[src/rtl/count_result_checker_sat_counter.sv]
// Saturating up-counter: holds at all-ones once reached.
module count_result_checker_sat_counter #(
  parameter int unsigned Width = 16
) (
  input  logic             clk_i,
  input  logic             rst_i,
  input  logic             inc_i,
  output logic [Width-1:0] count_o
);

  logic [Width-1:0] count_q, count_d;

  // Increment unless already saturated.
  always_comb begin
    count_d = count_q;
    if (inc_i && (count_q != '1)) begin
      count_d = count_q + Width'(1);
    end
  end

  // Count register with synchronous reset.
  always_ff @(posedge clk_i) begin
    if (rst_i) begin
      count_q <= '0;
    end else begin
      count_q <= count_d;
    end
  end

  assign count_o = count_q;

endmodule

[config.mk]
export PLATFORM = sky130hd
export DESIGN_NAME = count_result_checker_sat_counter
export DESIGN_NICKNAME = d
export VERILOG_FILES = /design/src/rtl/count_result_checker_sat_counter.sv
export SDC_FILE = /design/constraint.sdc
export NUM_CORES = 1
export LEC_CHECK = 0
export CAP_MARGIN = 20
export CELL_PAD_IN_SITES_DETAIL_PLACEMENT = 0
export CELL_PAD_IN_SITES_GLOBAL_PLACEMENT = 1
export CORE_MARGIN = 1
export CORE_UTILIZATION = 38
export DETAILED_ROUTE_END_ITERATION = 10
export PLACE_DENSITY = 0.9
export SETUP_SLACK_MARGIN = 0.5
export SLEW_MARGIN = 5
export SYNTH_ARGS = -nofsm -noshare
export SYNTH_HDL_FRONTEND = slang
export SYNTH_SLANG_ARGS = --single-unit
[constraint.sdc]
create_clock -name clk_i -period 5.05 [get_ports clk_i]
set_clock_uncertainty 0.2 [all_clocks]
set_input_delay 1.01 -clock clk_i [delete_from_list [all_inputs] [get_ports clk_i]]
set_output_delay 1.01 -clock clk_i [all_outputs]
set_load 0.01 [all_outputs]
==> Yosys cells after proc, flatten, opt, wreduce, memory -nomap -nowiden <==
Index checks and enable logic that the tools add are counted.
{ "word_totals": {"register_bits": 16, "in_bits": 3, "output_inout_bits": 16, "wordCells": 4} }
{ "classes": {"addsub": 1, "n_eq_ne": 1, "reduce_logical": 1} }
{ "op_table": {"columns": ["operator", "count"], "rows": [
  ["16-bit by 1-bit adder with 16-bit output (second input constant)", 1],
  ["16-bit inequality test (second input constant)", 1],
  ["1-bit logical AND", 1]
]} }

==> Longest topological paths before layout <==
Gate-level depths: netlist (run 1).
{ "depth": {"word_depth": 2, "depth_mapped": 6, "ltp_nobuf": 5} }

==> Worst setup path before layout (run 1) <==
No wires, ideal clock.
{ "synth_timing": {"path_type": "input-to-reg", "start": "in inc_i", "end": "reg count_q[7] (netlist: count_o[7])", "setup_time_ns": 0.070, "arrival_ns": 1.808, "required_ns": 4.780, "setup_slack_ns": 2.972, "path_stages": 4, "n_path_buf": 1, "cell_sequence": "nand2_1 > clkbuf_1 > or4_1 > a21oi_1"} }
{ "synth_between": {"elab_chain_len": 1} }
{ "synth_lines": {"columns": ["item", "line_no", "text"], "rows": [
  ["from (decl)", "7", "input logic inc_i,"],
  ["1-bit logical AND", "16", "if (inc_i && (count_q != '1)) begin"],
  ["to (signal assigned)", "26", "count_q <= count_d;"],
  ["to (decl)", "11", "logic [Width-1:0] count_q, count_d;"]
]} }
No other way between the ends.
A chain may end at the register's enable or synchronous reset.

==> Worst setup path after layout (run 1) <==
{ "layout_timing": {"start": "in inc_i", "end": "reg count_q[11] (netlist: count_o[11])"} }
The elaborated chain is that of the path after synthesis.

==> results of run 1 <==
area by class of cell:
cell class | count | area, um2
fillers | 183 | 940
clock buffers | 4 | 36.3
flip-flops and latches | 16 | 320
inverters | 3 | 11.3
multi-input cells | 76 | 500
well taps | 27 | 33.8
repair buffers | 18 | 180
layer usage:
metal	GRT usage [%]	wire [um]
met3	2.80	83
met4	5.88	14
met2	30.4	907
met5	0	0
met1	21.4	804
cell usage in the layout (no fill, tap or decap), drive strengths merged, types with 2 or more instances in the layout:
cell and n:
clkdlybuf4s50 18, dfxtp 16, a21oi 10, or4 7
nand2 7, nand3 6, o31ai 6, nor2 6
nor3 4, o21ai 4, nand4 4, clkbuf 4
inv 3, and4 3, or3 3, nor4 3
xnor2 2, nor2b 2
worst min-delay path, delay by kind of cell, from the launching register on:
family        cells  cell delay (ns)
simple gates      2             0.15
flops             1             0.35
power by group:
group	total (uW)	leakage, uW	switching, uW	internal (uW)
combinational	10.3	0.000190	5.44	4.89
clock	83.7	0.0000210	39.9	43.8
sequential	129	0.000129	1.56	127
path summary, 6_finish.rpt:
kind | start | to | slack (ns) | cells after the start
setup / recovery | inc_i | count_o[11]$_SDFFE_PP0P_ | 2.47 | 4
hold / removal | count_o[12]$_SDFFE_PP0P_ | count_o[12]$_SDFFE_PP0P_ | 0.34 | 2
setup reg to reg | count_o[13]$_SDFFE_PP0P_ | count_o[11]$_SDFFE_PP0P_ | 2.88 | 4
hold reg to reg | count_o[12]$_SDFFE_PP0P_ | count_o[12]$_SDFFE_PP0P_ | 0.34 | 2
stage by stage:
stage | util (%) | cell area, um2 | hold slack [ns] | setup slack, ns
3_3_place_gp | 51.7 | 1050 | 0.310 | 2.23
6_report | 53.5 | 1080 | 0.339 | 2.47
2_1_floorplan | - | 848 | 0.332 | 2.97
4_1_cts | 53.5 | 1080 | 0.338 | 2.47
5_1_grt | 53.5 | 1080 | 0.358 | 2.40
3_5_place_dp | 51.7 | 1050 | 0.320 | 2.19
kinds of logic (layout without fill, tap and decap cells):
logic type	Yosys count	in the layout
simple gates	48	48
buf+inv	7	25
fa+ha+maj	1	1
xor+xnor	2	2
mux	2	2
compound gates	23	23
flops	16	16
==> results by group, run 1 <==
GRT
  • Initial antenna violation count: 0
  • GRT Overall Usage: 17.4%
  • Global-route wire length before repair: 3350 um
  • Largest net degree at the start of global routing: 19
  • Number of global-route vias before repair: 782
  • Grt ovf: 0

Route
  • Routed len/inst: 12.6 um
  • WL final: 1810 um
  • Via/cell ratio: 5.69
  • Pre-antenna DRT Iters: 4
  • ANT nets after route: 0
  • # DRC: 0
  • Initial DRC Count: 16
  • Via count: 819

Placed design
  • Detailed Place HPWL: 1330 um
  • IO buf count: 18
  • Placed insts: 140
  • GP Congestion: 0.781

Yosys
  • Synth Flop Type: dfxtp_1
  • Post-synth top area share: 37.8%
  • Largest family of logic cells by synthesized area: simple AND/OR/NAND/NOR gates
  • Mux cell area share after synthesis: 2.51%
  • Synth warnings: 0
  • Top-count cell post-synth: dfxtp_1
  • Adder-Cell Fraction of Synth Area: 1.47%
  • Post-synth EDFFs: 0
  • Synth Area in Compound Gates: 16.5%
  • Synth async-reset ratio: 0%
  • Post-synthesis instance total: 99
  • Ranking of synthesized cells by area: dfxtp_1 (38%), or4_1 (6.2%), a21oi_1 (5.9%)
  • FF+latch count, synth: 16
  • Post-synthesis sequential area ratio: 37.8%
  • Post-Synth Simple-Gate Area: 36.4%
  • Mapped Nets: 103
  • Synthesized area: 848 um2
  • Mean Syn Cell Area: 8.57 um2
  • Xor/xnor cell area share of the yosys netlist: 2.06%
  • Most frequent cells after synthesis: dfxtp_1 (16), a21oi_1 (10), or4_1 (7)
  • Netlist cell types: 31
  • Largest area contributor in the netlist: dfxtp_1

Job
  • Maxcap violations: 0

Timing
  • Final Hold Fails: 0
  • Max Slew Vio Count: 0
  • Period Utilization, post-route: 51.0%
  • Worst Tran Pin Value: 0.744 ns
  • Rel. slew slack: 50.0%
  • RSZ-0062 raised after global routing: no
  • Highest clock rate: 388 MHz
  • Final Setup Violations: 0
  • Final min period: 2.58 ns
  • Setup TNS Final: 0 ns

Critical path
  • Buf/Inv on CP: 1
  • Cells along the critical path: clkdlybuf4s50_1 -> nand2_1 -> nor4bb_1 -> mux2_2
  • Arrival time worst endpoint: 2.55 ns
  • Critical path class: input port to register
  • CP delay by family, top: simple AND/OR/NAND/NOR gates
  • Crit end category: register
  • Critical path fanouts, max: 11
  • Kind of start point of the critical path: input port
  • CP max stage cell: clkdlybuf4s50_1
  • Required time of the critical path: 5.03 ns
  • Max stage delay on crit path: 0.58 ns

Final layout
  • Max reg flops: 16
  • Final nets: 122
  • Non-filler instance count after layout: 144
  • Layout cells sized above 1: 6.84%
  • Antenna fix cells: 0
  • Synth-to-Final Area Change: 27.6%

Die
  • Core ar.: 2020 um2
  • Boundary Pins: 19
  • Die Y: 49.3 um
  • Die area: 2430 um2
  • Die Span X: 49.3 um
  • Initial Util: 42.0%
  • Rows: 16

Clock network
  • CTS Hold Buffers Added: 0
  • Sink Count: 16
  • TritonCTS clock tree: built
  • Root buffer cell: clkbuf_4
  • CTS max path bufs: 2
  • Post-CTS sizing: 0
  • Clock latency on the worst-skew pair: 0.28 ns
  • Reg clk slew, reported paths: 0.09 ns
  • CTS Buf Count: 3
  • H-tree levels: 1
  • Post-CTS Setup Bufs: 0

Hold path
  • Min-delay worst type: register to register

Pwr
  • Maximum vdd drop: 0.154 mV
  • LEAKAGE: 0.000340 uW
  • Overall power: 223 uW
  • P per Cell Area: 206 nW/um2

Run status
  • Status: finished, final reports clean
Note: power is estimated with default switching activity, not from simulation.
==> inputs of run 2 (changes only) <==
--- a/config.mk
+++ b/config.mk
@@ -9,9 +9,9 @@
 export CELL_PAD_IN_SITES_DETAIL_PLACEMENT = 0
 export CELL_PAD_IN_SITES_GLOBAL_PLACEMENT = 1
 export CORE_MARGIN = 1
-export CORE_UTILIZATION = 38
+export CORE_UTILIZATION = 35
 export DETAILED_ROUTE_END_ITERATION = 10
-export PLACE_DENSITY = 0.9
+export PLACE_DENSITY = 0.85
 export SETUP_SLACK_MARGIN = 0.5
 export SLEW_MARGIN = 5
 export SYNTH_ARGS = -nofsm -noshare
==> constraint.sdc (replaced) <==
create_clock -name clk_i -period 2.4 [get_ports clk_i]
set_clock_uncertainty 0.2 [all_clocks]
set_input_delay 0.48 -clock clk_i [delete_from_list [all_inputs] [get_ports clk_i]]
set_output_delay 0.48 -clock clk_i [all_outputs]
set_load 0.01 [all_outputs]
==> results by group, run 2 (synthesis results as in run 1) <==
Run status
  • Status: finished, final reports clean

Timing
  • Worst Tran Pin Value: 0.540 ns (-0.204 ns)
  • Final Hold Fails: 0 (unchanged)
  • Max Slew Vio Count: 0 (unchanged)
  • Rel. slew slack: 63.6% (+14 points)
  • Final min period: 1.91 ns
  • Final Setup Violations: 0 (unchanged)
  • Setup TNS Final: 0 ns (unchanged)
  • Highest clock rate: 524 MHz
  • Period Utilization, post-route: 79.5%
  • RSZ-0062 raised after global routing: yes

Placed design
  • DP Area: 1070 um2 (+2.3%)
  • Detailed Place HPWL: 1420 um (+6.9%)
  • IO buf count: 18 (unchanged)
  • GP Congestion: 0.789 (+0.93%)

Final layout
  • Final nets: 125 (+2.5%)
  • FF/Latch Area: 348 um2 (+8.6%)
  • Multi-input logic area: 532 um2 (+6.2%)
  • Most frequent cells in the layout: dfxtp_2 (13), dlygate4sd2_1 (12), a21oi_1 (10)
  • Commonest non-fill, non-tap cell in the layout: dfxtp_2
  • Max reg flops: 16 (unchanged)
  • Fill cell count: 247 (+35%)
  • Post-route cell area: 1170 um2 (+7.7%)
  • Layout cells sized above 1: 26.7% (+20 points)
  • Synth-to-Final Area Change: 37.5%
  • Antenna fix cells: 0 (unchanged)

Critical path
  • Crit end category: register
  • R2r setup slk: 0.49 ns (-2.39 ns)
  • Kind of start point of the critical path: register
  • Required time of the critical path: 2.42 ns (-2.61 ns)
  • Critical path fanouts, max: 6 (-5)
  • Critical path class: register to register
  • Arrival time worst endpoint: 1.93 ns (-0.62 ns)

Die
  • Rows: 17 (+1)
  • Boundary Pins: 19 (unchanged)
  • Die area: 2620 um2 (+8.2%)
  • Initial Util: 37.6% (-4.3 points)
  • Die Span X: 51.2 um (+4.0%)
  • Core ar.: 2250 um2 (+12%)
  • Die Y: 51.2 um (+4.0%)

Route
  • Initial DRC Count: 22 (+6)
  • Pre-antenna DRT Iters: 4 (unchanged)
  • Via/cell ratio: 5.73 (+0.74%)
  • ANT nets after route: 0 (unchanged)
  • Routed len/inst: 14.3 um (+14%)
  • # DRC: 0 (unchanged)
  • WL final: 2120 um (+17%)
  • Via count: 848 (+3.5%)

Job
  • Maxcap violations: 0 (unchanged)

Pwr
  • LEAKAGE: 0.000512 uW (+51%)
  • P per Cell Area: 403 nW/um2 (+96%)
  • Maximum vdd drop: 0.327 mV (+110%)

GRT
  • Largest net degree at the start of global routing: 19 (unchanged)
  • Number of global-route vias before repair: 799 (+2.2%)
  • Global-route wire length before repair: 3520 um (+5.2%)
  • Initial antenna violation count: 0 (unchanged)
  • Grt ovf: 0 (unchanged)
  • GRT Overall Usage: 18.1% (+0.68 points)

Clock network
  • Sink Count: 16 (unchanged)
  • CTS max path bufs: 2 (unchanged)
  • Reg clk slew, reported paths: 0.09 ns (about the same)
  • H-tree levels: 1 (unchanged)
  • Root buffer cell: clkbuf_4
  • TritonCTS clock tree: built
  • CTS Buf Count: 3 (unchanged)
  • CTS Hold Buffers Added: 0 (unchanged)
  • Clock latency on the worst-skew pair: 0.29 ns (about the same)

Hold path
  • Min-delay worst type: register to register
==> run 2: changes by cell type in the layout (fill, tap and decap cells not counted), moves of 2 or more <==
cell	before	now
dfxtp_2	0	13
dlygate4sd2_1	0	12
clkdlybuf4s50_1	18	1
buf_4	0	2
dlymetal6s2s_1	0	5
dfxtp_1	16	0
dfxtp_4	0	3
==> run 2: timing repair <==
action	4_1_cts	5_1_grt
resized for setup	33	10
setup buffers	0	0
endpoints found under the setup margin	24	12
gates cloned	0	0
pin swaps	0	1
==> run 2: per-stage QoR <==
step	util, %	instances	power, uW	hold slack (ns)	setup slack [ns]
2_1_floorplan	-	99	288	0.332	0.540
3_3_place_gp	47.4	144	300	0.320	0.203
3_5_place_dp	47.4	144	301	0.334	0.165
4_1_cts	50.3	148	477	0.310	0.466
5_1_grt	51.7	148	490	0.334	0.415
6_report	51.7	148	470	0.309	0.491
==> run 2: report_power, final <==
part           switching (uW)  internal (uW)
Sequential               3.78            265
Clock                    86.9           92.5
Combinational            12.2           9.71
==> run 2: final cells by class <==
type                       instances  share of cell area (%)
multi-input combinational         76                    45.6
tap                               28                    3.00
timing repair buffer              21                    17.5
sequential                        16                    29.8
clock buffer                       4                    3.11
inverter                           3                   0.966
==> run 2: worst max-delay path, cell delays in order, from the launching register on <==
cell and delay, ns:
dfxtp_2 0.38, nand3_1 0.18, or4_4 0.52, or4_1 0.40
a21oi_1 0.15
==> run 2: worst paths after layout <==
path,cells past startpoint,end,start
worst max-delay path,4,count_o[15]$_SDFFE_PP0P_,count_o[11]$_SDFFE_PP0P_
worst min-delay path,2,count_o[15]$_SDFFE_PP0P_,count_o[15]$_SDFFE_PP0P_
worst max register to register,4,count_o[15]$_SDFFE_PP0P_,count_o[11]$_SDFFE_PP0P_
worst min register to register,2,count_o[15]$_SDFFE_PP0P_,count_o[15]$_SDFFE_PP0P_
==> run 2: per-layer routing <==
metal / global-route usage (%) / vias up / wire (um)
li1: - / 423 / -
met1: 20.7 / 402 / 903
met2: 32.0 / 19 / 1090
met3: 5.65 / 4 / 99
met4: 5.41 / 0 / 29
met5: 0 / - / 0
==> RTL edit 1: new RTL, config.mk and constraints of run 1 <==
Make the reset (`rst_i`) asynchronous in one clocked block. Comments in the files are not updated.
--- a/src/rtl/count_result_checker_sat_counter.sv
+++ b/src/rtl/count_result_checker_sat_counter.sv
@@ -19,7 +19,7 @@
   end
 
   // Count register with synchronous reset.
-  always_ff @(posedge clk_i) begin
+  always_ff @(posedge clk_i or posedge rst_i) begin
     if (rst_i) begin
       count_q <= '0;
     end else begin
Behaviour: differs if rst_i is asserted again (counterexample within 4 cycles, from zero or initial values and one cycle with rst_i high); with rst_i held inactive, the same outputs for 10 cycles.
==> RTL edit 1 against run 1 <==
Worst setup slack gained 0.028 ns. Critical endpoint is now count_o[4]. Via count shrank 27%. Global-route usage shrank 2.4 points. Sequential cell count unchanged. Area after synthesis down 5.0%. Synthesized cell count is 28% lower. Design area is 2.4% lower. Routed wire length fell by 20%.
Power is not compared: it rests on default switching activity, and its combinational part moved more than twofold at a synthesized area within 25%.
==> RTL edit 1: results (changes against run 1) <==
Main synth FF type dfrtp_1 (was dfxtp_1); Netlist cell types 22 (was 31); Syn Inst Count 71 (was 99); fraction of registers with async set or reset after synthesis 100% (was 0%); Iteration-0 DRC Markers 6 (was 16); share of cells above drive strength 1 12.9% (was 6.84%); mux share of post-synthesis cell area 4.04% (was 2.51%); first-pass GRT wire length 2410 um (was 3350 um); routability cong. 0.773 (was 0.781); R2R Setup Slk 3.18 ns (was 2.88 ns); Max FO, Critical Path 7 (was 11); CP delay by family, top buffers and inverters (was simple AND/OR/NAND/NOR gates); Adder-Cell Fraction of Synth Area 1.55% (was 1.47%); largest net degree at the start of global routing 17 (was 19); crit path from count_o[4] (was inc_i); crit path capture count_o[4] (was count_o[11]); Layout Nets 98 (was 122); total routed wirelength 1450 um (was 1810 um); outcome complete, no violations (unchanged); GRT Total Usage 15.0% (was 17.4%); Synth top cells by count dfrtp_1 (16), xnor2_1 (11), nand3_1 (7) (was dfxtp_1 (16), a21oi_1 (10), or4_1 (7)); vias after detailed routing 601 (was 819); DRC 0 (unchanged); met1 global-route usage 21.2% (was 21.4%); routed len/inst 12.1 um (was 12.6 um); First-pass DRT Iterations 2 (was 4); Fillers 178 (was 183); placed cell count 116 (was 140); Synth Area in XOR/XNOR 12.0% (was 2.06%); FF-to-FF End count_o[1] (was count_o[11]); dpl hpwl 1080 um (was 1330 um); Synth Area in Compound Gates 2.17% (was 16.5%); Syn Nets 75 (was 103); CP arrival 1.34 ns (was 2.55 ns); worst slack, placed 2.28 ns (was 2.19 ns); Rel. slew slack 60.8% (was 50.0%); number of global-route vias before repair 540 (was 782); Tcrit/Tclk final 50.5% (was 51.0%); met3 Usage GRT 3.40% (was 2.80%)
## RTL edit 1: cell types whose count changed in the layout (fill, tap and decap cells not counted), moves of 6 or more
cell     change
o31ai_1      -6
dfxtp_1     -16
or4_1        -7
a21oi_1      -8
xnor2_1      +9
dfrtp_1     +16
## RTL edit 1: how the worst min path moves through the flow
stage | cells past startpoint | to | startpoint | slack, ns
finish | 1 | count_o[15] | count_o[15] | 0.33
floorplan | 1 | count_o[15] | count_o[15] | 0.33
global route | 1 | count_o[10] | count_o[10] | 0.35
global placement | 1 | count_o[15] | count_o[15] | 0.30
detailed placement | 1 | count_o[15] | count_o[15] | 0.31
CTS | 1 | count_o[15] | count_o[15] | 0.32
## RTL edit 1: cells by family (layout without fill, tap and decap cells)
kind of cell	after synthesis	after routing
compound gates	3	3
simple gates	36	36
buf+inv	1	23
xor+xnor	11	11
flops	16	16
fa+ha+maj	1	1
mux	3	3
## RTL edit 1: cell type report
cell class	instances	area share (%)
clock buffers	4	3.44
multi-input cells	54	38.0
well taps	27	3.20
inverters	1	0.355
flip-flops and latches	16	37.9
repair buffers	18	17.1
## RTL edit 1: power groups by stage
stage | combinational, mW | sequential, mW | clock [mW]
3_3_place_gp | 0.134 | 0.201 | 0
4_1_cts | 0.136 | 0.201 | 0.0847
5_1_grt | 0.147 | 0.207 | 0.0909
2_1_floorplan | 0.0564 | 0.207 | 0
6_report | 0.134 | 0.201 | 0.0824
3_5_place_dp | 0.135 | 0.203 | 0
## RTL edit 1: through the flow
step	power, mW	cell area [um^2]
finish	0.417	1060
global route	0.445	1060
CTS	0.422	1060
detailed placement	0.338	1020
global placement	0.335	1020
floorplan	0.263	806
## RTL edit 1: routing by layer
| metal | vias up | share of wire, % | wire [um] |
|---|---|---|---|
| met4 | 0 | 0.62 | 9 |
| met3 | 2 | 3.3 | 48 |
| li1 | 303 | - | - |
| met1 | 287 | 48 | 698 |
| met5 | - | 0 | 0 |
| met2 | 9 | 48 | 694 |
==> RTL edit 2: new RTL, flow settings as in run 1 <==
Made on the original files. Set the parameter `Width` to 18 (it was 16).
--- a/src/rtl/count_result_checker_sat_counter.sv
+++ b/src/rtl/count_result_checker_sat_counter.sv
@@ -1,6 +1,6 @@
 // Saturating up-counter: holds at all-ones once reached.
 module count_result_checker_sat_counter #(
-  parameter int unsigned Width = 16
+  parameter int unsigned Width = 18
 ) (
   input  logic             clk_i,
   input  logic             rst_i,
Interface: changed (resized count_o); port bits go from 19 to 21. The function was not compared with the original's and may differ.
==> RTL edit 2 against run 1 <==
Via count grew 13%. Design area grew 17%. Worst setup slack lost 0.25 ns. Routed wire length grew 18%. Area after synthesis grew 18%. Cell count grew 17%. Sequential cell count grew 2. Clock power grew 10%. Power grew 13%. Largest cell class unchanged. Largest power group unchanged.
==> RTL edit 2: results (changes against run 1) <==
worst-margin pin slew 0.840 ns (was 0.744 ns); largest net degree at the start of global routing 27 (was 19); Netlist cell types 36 (was 31); Syn Nets 122 (was 103); Leak Pwr 0.450 nW (was 0.340 nW); internal power 0.194 mW (was 0.176 mW); post-synthesis sequential area ratio 36.0% (was 37.8%); dpl cell area 0.00123 mm^2 (was 0.00105 mm^2); ranking of synthesized cells by area dfxtp_1 (36%), mux2_1 (9.0%), nor2b_1 (5.0%), nand2_1 (3.8%), nor2_1 (3.8%) (was dfxtp_1 (38%), or4_1 (6.2%), a21oi_1 (5.9%), o31ai_1 (5.3%), nand3_1 (3.5%)); CP arrival 2.82 ns (was 2.55 ns); number of global-route vias before repair 895 (was 782); initial antenna violation count 0 (unchanged); worst slack, placed 1.92 ns (was 2.19 ns); first-pass GRT wire length 3660 um (was 3350 um); H-tree Lvls 1 (unchanged); ant diodes 0 (unchanged); IO Port Bufs 20 (was 18); Iteration-0 DRC Markers 10 (was 16); global-route met2 utilization 28.5% (was 30.4%); Via density 5.47 (was 5.69); power share of the clock group 36.6% (was 37.5%); FF-to-FF End count_o[14] (was count_o[11]); CTS clk-pin slew, worst paths 0.11 ns (was 0.09 ns); peak supply drop 135 uV (was 154 uV); Fillers 237 (was 183); outcome complete, no violations (unchanged); Max FO, Critical Path 6 (was 11); Layout Nets 144 (was 122); Total Power 0.253 mW (was 0.223 mW); hold endpoint count_o[1] (was count_o[12]); Final WS setup 2.22 ns (was 2.47 ns); Comb. pwr 0.0144 mW (was 0.0103 mW); GRT Total Usage 18.0% (was 17.4%); max FFs per register 18 (was 16); clock latency on the worst-skew pair 0.30 ns (was 0.28 ns); hold wc startpoint count_o[1] (was count_o[12]); RR Startpoint count_o[0] (was count_o[13]); met1 global-route usage 21.6% (was 21.4%); routed len/inst 12.6 um (about the same); share of cells above drive strength 1 6.47% (was 6.84%); top sig layer met4 (unchanged); routability cong. 0.808 (was 0.781); Synth top cells by count dfxtp_1 (18), nand2_1 (10), nor2_1 (10) (was dfxtp_1 (16), a21oi_1 (10), or4_1 (7)); met1 wire length 1080 um (was 804 um); routed length on met3 57 um (was 83 um); crit path capture count_o[15] (was count_o[11])
==> RTL edit 2: cell families after synthesis <==
group | Yosys count | share of synthesized area [%]
DFF | 18 | 36.0
adders and majority gates | 1 | 1.25
and+or+nand+nor | 60 | 36.0
AOI/OAI and AO/OA | 21 | 13.4
buffers and inverters | 9 | 3.37
muxes | 9 | 10.0
==> RTL edit 2: metrics by stage <==
step / hold slack [ns] / utilization (%) / std cells
after floorplan: 0.319 / - / 118
after global placement: 0.300 / 49.5 / 165
after detailed placement: 0.308 / 49.5 / 165
after CTS: 0.327 / 51.0 / 169
after global routing: 0.349 / 51.0 / 169
final: 0.330 / 51.0 / 169
==> RTL edit 2: final cells by class <==
type,instances,share of cell area (%)
well taps,30,2.97
multi-input cells,91,48.0
repair buffers,20,15.8
inverters,6,1.78
flip-flops and latches,18,28.5
clock buffers,4,2.87
==> RTL edit 2: critical path, stage by stage <==
cell	delay, ns
clkdlybuf4s50_1	0.53
nand3_1	0.13
or4_4	0.56
nor4_1	0.24
mux2_1	0.35
